$ cat config.mk
export PLATFORM = sky130hd
export DESIGN_NAME = ibex_mult_pext_seq
export DESIGN_NICKNAME = d
export VERILOG_FILES = /design/src/rtl/ibex_pkg_pext.sv /design/src/rtl/ibex_mult_pext_seq.sv
export SDC_FILE = /design/constraint.sdc
export NUM_CORES = 1
export LEC_CHECK = 0
export CORE_MARGIN = 4
export CORE_UTILIZATION = 43
export DETAILED_ROUTE_END_ITERATION = 10
export PLACE_DENSITY = 0.84
export SETUP_SLACK_MARGIN = 0.02
export SKIP_CTS_REPAIR_TIMING = 1
export SLEW_MARGIN = 20
export SYNTH_ARGS = -nofsm -noshare
export SYNTH_HDL_FRONTEND = slang
export SYNTH_SLANG_ARGS = --single-unit
$ cat constraint.sdc
create_clock -name clk_i -period 3.42 [get_ports clk_i]
set_input_delay 0.684 -clock clk_i [delete_from_list [all_inputs] [get_ports clk_i]]
set_output_delay 0.684 -clock clk_i [all_outputs]
set_load 0.02 [all_outputs]
$ cat src/rtl/ibex_pkg_pext.sv
// ibex_pkg_pext
//   Shared types and constants for the P-extension SIMD multiplier:
//   operating modes, the multi-pass sequencer states and the kernel
//   B-operand quadrant select encodings. No ports (package only).

package ibex_pkg_pext;

    // Multiplier operating mode as decoded from the operator in EX.
    typedef enum logic [1:0] {
        M8x8   = 2'b00,
        M16x16 = 2'b01,
        M32x16 = 2'b10,
        M32x32 = 2'b11
    } mult_pext_mode_e;

    // Multi-pass sequencer states.
    typedef enum logic [1:0] {
        MP_FIRST  = 2'b00,
        MP_SECOND = 2'b01,
        MP_ACCUM  = 2'b10
    } mult_pext_fsm_e;

    // Kernel B-operand quadrant selects.
    localparam logic [1:0] QUAD_NORM  = 2'b00;
    localparam logic [1:0] QUAD_CROSS = 2'b11;
    localparam logic [1:0] QUAD_ABOT  = 2'b10;
    localparam logic [1:0] QUAD_ATOP  = 2'b01;

    // Quadrant for a multiply pass. second_pass is only meaningful for
    // M32x32, which walks the low then the high half of B.
    function automatic logic [1:0] pext_quadrant(input mult_pext_mode_e mode,
                                                 input logic            crossed,
                                                 input logic            second_pass);
        logic [1:0] q;
        q = QUAD_NORM;
        unique case (mode)
            M8x8:    q = QUAD_NORM;
            M16x16:  q = crossed ? QUAD_CROSS : QUAD_NORM;
            M32x16:  q = crossed ? QUAD_ATOP  : QUAD_ABOT;
            M32x32:  q = second_pass ? QUAD_ATOP : QUAD_ABOT;
            default: q = QUAD_NORM;
        endcase
        return q;
    endfunction

endpackage

$ cat src/rtl/ibex_mult_pext_seq.sv
// ibex_mult_pext_seq
//   Sequencer for the P-extension SIMD multiplier datapath. Drives the kernel
//   quadrant select and B-operand sign enable each cycle, owns the 32-bit
//   accumulator register, sequences 32x32 two-pass and MAC operations and
//   flags the cycle on which the datapath result is final.
//
//   Ports:
//     clk_i        rising-edge clock
//     rst_i        asynchronous active-high reset
//     mult_en_i    request, held by EX until valid_o
//     kill_i       flush of the current operation (wins over mult_en_i)
//     mode_i       operating mode
//     crossed_i    crossed operand pairing
//     accum_i      MAC operation (extra accumulate cycle)
//     partial_i    datapath 32x16 upper word of the current pass
//     quadrant_o   kernel B-operand quadrant select
//     b_sign_en_o  kernel B-operand sign extension enable
//     acc_phase_o  datapath selects accumulator + rd_val
//     accum_q_o    accumulator register
//     busy_o       sequencer is not in MP_FIRST
//     valid_o      datapath result valid this cycle

module ibex_mult_pext_seq
    import ibex_pkg_pext::*;
#(
    parameter logic [31:0] ACC_RST_VAL = 32'h0000_0000
) (
    input  logic            clk_i,
    input  logic            rst_i,
    input  logic            mult_en_i,
    input  logic            kill_i,
    input  mult_pext_mode_e mode_i,
    input  logic            crossed_i,
    input  logic            accum_i,
    input  logic [31:0]     partial_i,
    output logic [1:0]      quadrant_o,
    output logic            b_sign_en_o,
    output logic            acc_phase_o,
    output logic [31:0]     accum_q_o,
    output logic            busy_o,
    output logic            valid_o
);

    mult_pext_fsm_e  state_q, state_d;
    mult_pext_mode_e mode_q, mode_d;
    logic            crossed_q, crossed_d;
    logic            accum_flag_q, accum_flag_d;
    logic [31:0]     acc_q, acc_d;

    logic            go;

    // A request only advances when not killed.
    assign go = mult_en_i & ~kill_i;

    always_ff @(posedge clk_i or posedge rst_i) begin
        if (rst_i) begin
            state_q      <= MP_FIRST;
            mode_q       <= M8x8;
            crossed_q    <= 1'b0;
            accum_flag_q <= 1'b0;
            acc_q        <= ACC_RST_VAL;
        end else begin
            state_q      <= state_d;
            mode_q       <= mode_d;
            crossed_q    <= crossed_d;
            accum_flag_q <= accum_flag_d;
            acc_q        <= acc_d;
        end
    end

    always_comb begin
        state_d      = state_q;
        mode_d       = mode_q;
        crossed_d    = crossed_q;
        accum_flag_d = accum_flag_q;
        acc_d        = acc_q;
        quadrant_o   = QUAD_NORM;
        b_sign_en_o  = 1'b0;
        acc_phase_o  = 1'b0;
        valid_o      = 1'b0;

        unique case (state_q)
            MP_FIRST: begin
                // Controls decode straight from the inputs here; later
                // passes see only the copy latched on the request cycle.
                quadrant_o  = pext_quadrant(mode_i, crossed_i, 1'b0);
                // Low half of B is unsigned on the first 32x32 pass.
                b_sign_en_o = mult_en_i & (mode_i != M32x32);
                if (mult_en_i) begin
                    mode_d       = mode_i;
                    crossed_d    = crossed_i;
                    accum_flag_d = accum_i;
                end
                if (go) begin
                    if (mode_i == M32x32) begin
                        state_d = MP_SECOND;
                        acc_d   = partial_i;
                    end else if (accum_i) begin
                        state_d = MP_ACCUM;
                        acc_d   = partial_i;
                    end else begin
                        valid_o = 1'b1;
                    end
                end
            end
            MP_SECOND: begin
                // Outputs stay put across a stall; only advance is gated.
                quadrant_o  = pext_quadrant(mode_q, crossed_q, 1'b1);
                b_sign_en_o = 1'b1;
                if (go) begin
                    if (accum_flag_q) begin
                        state_d = MP_ACCUM;
                        acc_d   = partial_i;
                    end else begin
                        state_d = MP_FIRST;
                        valid_o = 1'b1;
                    end
                end
            end
            MP_ACCUM: begin
                quadrant_o  = QUAD_NORM;
                acc_phase_o = 1'b1;
                if (go) begin
                    state_d = MP_FIRST;
                    valid_o = 1'b1;
                end
            end
            default: begin
                state_d = MP_FIRST;
            end
        endcase

        if (kill_i) begin
            state_d = MP_FIRST;
        end
    end

    assign accum_q_o = acc_q;
    assign busy_o    = (state_q != MP_FIRST);

endmodule

==> results by group <==
Placement
  • Pre-CTS WS: 369 ps
  • GP Congestion: 0.811
  • Placed Area: 2430 µm²
  • HPWL after DPL: 2910 µm
  • Placed insts: 236
  • I/O Buffers: 77

Layout
  • Final nets: 235
  • Post-Layout Cell Count: 243
  • Commonest non-fill, non-tap cell in the layout: clkdlybuf4s50_1
  • Share of post-route cells with drive strength above 1: 0.236
  • Fin area: 2540 µm²
  • Ant diodes: 0
  • Area grow syn2layout: 57.2%
  • Most frequent cells in the layout: clkdlybuf4s50_1 (77), dfrtp_1 (38), mux2_2 (34)

Clock network
  • CTS tree: done
  • Clock slew at reported path FFs: 70 ps
  • Htree depth: 2
  • CTS root buf: clkbuf_8
  • Worst-skew pair later-pin latency: 280 ps
  • Sink Count: 38
  • Inserted Clock Buffers: 5
  • Clock tree buffer depth: 2

Yosys
  • Synthesized net count: 153
  • Mapped Area: 1620 µm²
  • Yosys top cell by area: dfrtp_1
  • Ranking of synthesized cells by area: dfrtp_1 (59%), mux2_2 (24%), buf_6 (2.1%), a21oi_1 (1.5%), nor2b_1 (1.5%)
  • Mean Syn Cell Area: 14.3 µm²
  • Sequential-to-total area share from yosys stat: 0.588
  • Synth unique cells: 22
  • YS warnings: 0
  • FF+latch count, synth: 38
  • Area share of the largest cell type after synthesis: 0.588
  • Cells after Synth: 113

Route
  • DRT iter0 DRCs: 38
  • Drt drc: 0
  • Antenna viol nets, final: 0
  • Vias per Instance: 5.00
  • Vias: 1,216
  • Drt pass-1 iters: 4
  • DR WL/cell: 14.9 µm
  • Final wirelength: 3610 µm

Power
  • Leakage: 1.04 nW
  • Max IR drop VDD: 0.000365 V
  • Pwr Density: 602 nW/µm²

Setup path
  • Crit Path Class: input pin to output port
  • Worst Path Required: 2740 ps
  • CP Max Fanout: 6
  • CP max-delay cell: clkdlybuf4s50_1
  • Critical Path AT: 2350 ps
  • Max incr delay on CP: 640 ps
  • Worst path cell trace: clkdlybuf4s50_1 > nor2b_1 > a211oi_1 > a211oi_1 > clkdlybuf4s50_1
  • Crit path buf inv count: 2
  • Crit path launch type: input pin
  • Critical path endpoint category: output port
  • Delay-heaviest family, CP: buffers and inverters

Timing
  • Final Max Tran Viols: 0
  • Period Utilization, post-route: 0.886
  • Post-route setup TNS: 0 ps
  • # setup viols final: 0
  • Final Hold Viols: 0
  • RSZ-0062 raised after global routing: no
  • Worst-Margin Slew: 737 ps
  • Post-route setup slack: 391 ps
  • Achievable frequency: 330 MHz
  • Worst hold margin: 499 ps
  • Crit path time final: 3030 ps
  • Clock skew: 3.59 ps
  • Slew HR: 0.508

GRT
  • Largest net degree at the start of global routing: 22
  • Global-route wire length before repair: 5980 µm
  • All-Layer GR Usage: 0.157
  • GRT overflow: 0
  • Antenna violations before repair: 0
  • Vias in the first global route: 1,270

Die
  • Starting density of the core: 0.445
  • # IOs: 78
  • Die X: 69.3 µm
  • Core area: 3630 µm²
  • # rows: 22
  • Die area: 4800 µm²
  • Die Y: 69.3 µm

Outcome
  • Status: complete, no violations

Worst hold path
  • Hold Path Class: flip-flop to flip-flop

Job
  • Max-cap violations: 0
## flip-flops by register name, indices dropped and copies added (netlist names)
register and flops:
accum_q_o 32, mode_q 2, state_q 2, accum_flag_q 1, crossed_q 1
## layout make-up
cell class                      count  area (µm²)
Tap cell                           48        60.1
Inverter                            1        3.75
Multi-Input combinational cell     69         621
Clock buffer                        6        82.6
Timing Repair Buffer               80         793
Fill cell                         268        1090
Sequential cell                    38         951
Clock inverter                      1        30.0
## cell families after synthesis
family	Yosys count	share of synthesized area
flip-flops	38	0.588
buffers and inverters	6	0.0279
AO/OA/AOI/OAI	11	0.0449
multiplexers	36	0.251
AND/OR/NAND/NOR	20	0.0766
adder cells (fa/ha/maj)	1	0.00619
XOR/XNOR	1	0.00542
## layer usage
metal,routed length [µm],part of all wire,up-vias,global-route usage
met3,209,0.058,7,0.0391
met5,0,0,-,0
met1,1290,0.36,604,0.163
met4,82,0.023,0,0.0738
met2,2030,0.56,42,0.293
li1,-,-,563,-
## synth_stat cells
library cell and instances:
nand3b_1 1, or2_2 1, o21bai_1 1, mux2_2 34
nand2_1 2, nor4_4 1, nand2b_1 3, a211oi_1 3
o32a_1 1, a21oi_1 5, inv_1 1, nor4_1 1
clkbuf_1 2, nor2b_1 4, nor2_1 6, maj3_1 1
dfrtp_1 38, and3b_1 1, buf_6 3, xor2_1 1
o21a_1 1, mux2_1 2
## power breakdown
group          leakage (nW)  internal, mW  total (mW)  switching [mW]
combinational         0.529         0.304       0.542           0.238
sequential            0.452         0.554       0.612          0.0578
clock                0.0573         0.233       0.376           0.143
total                  1.04          1.09        1.53           0.438
## per-stage QoR
stage	utilization	power [mW]
global placement	0.668	1.15
floorplan	-	0.880
finish	0.699	1.53
CTS	0.699	1.55
global route	0.699	1.60
detailed placement	0.668	1.17
## path summary, 6_finish.rpt
| path | start | endpoint | slack [ps] | cells past startpoint |
|---|---|---|---|---|
| max | mode_i[1] | quadrant_o[1] | 390 | 5 |
| max in group asynchronous | rst_i | accum_q_o[7] | 1880 | 3 |
| min in group asynchronous | rst_i | accum_q_o[10] | 830 | 2 |
| min reg2reg | accum_q_o[18] | accum_q_o[18] | 500 | 1 |
| max reg2reg | state_q[0] | accum_q_o[17] | 1590 | 4 |
| min | accum_q_o[18] | accum_q_o[18] | 500 | 1 |
(Power assumes the default switching activity.)
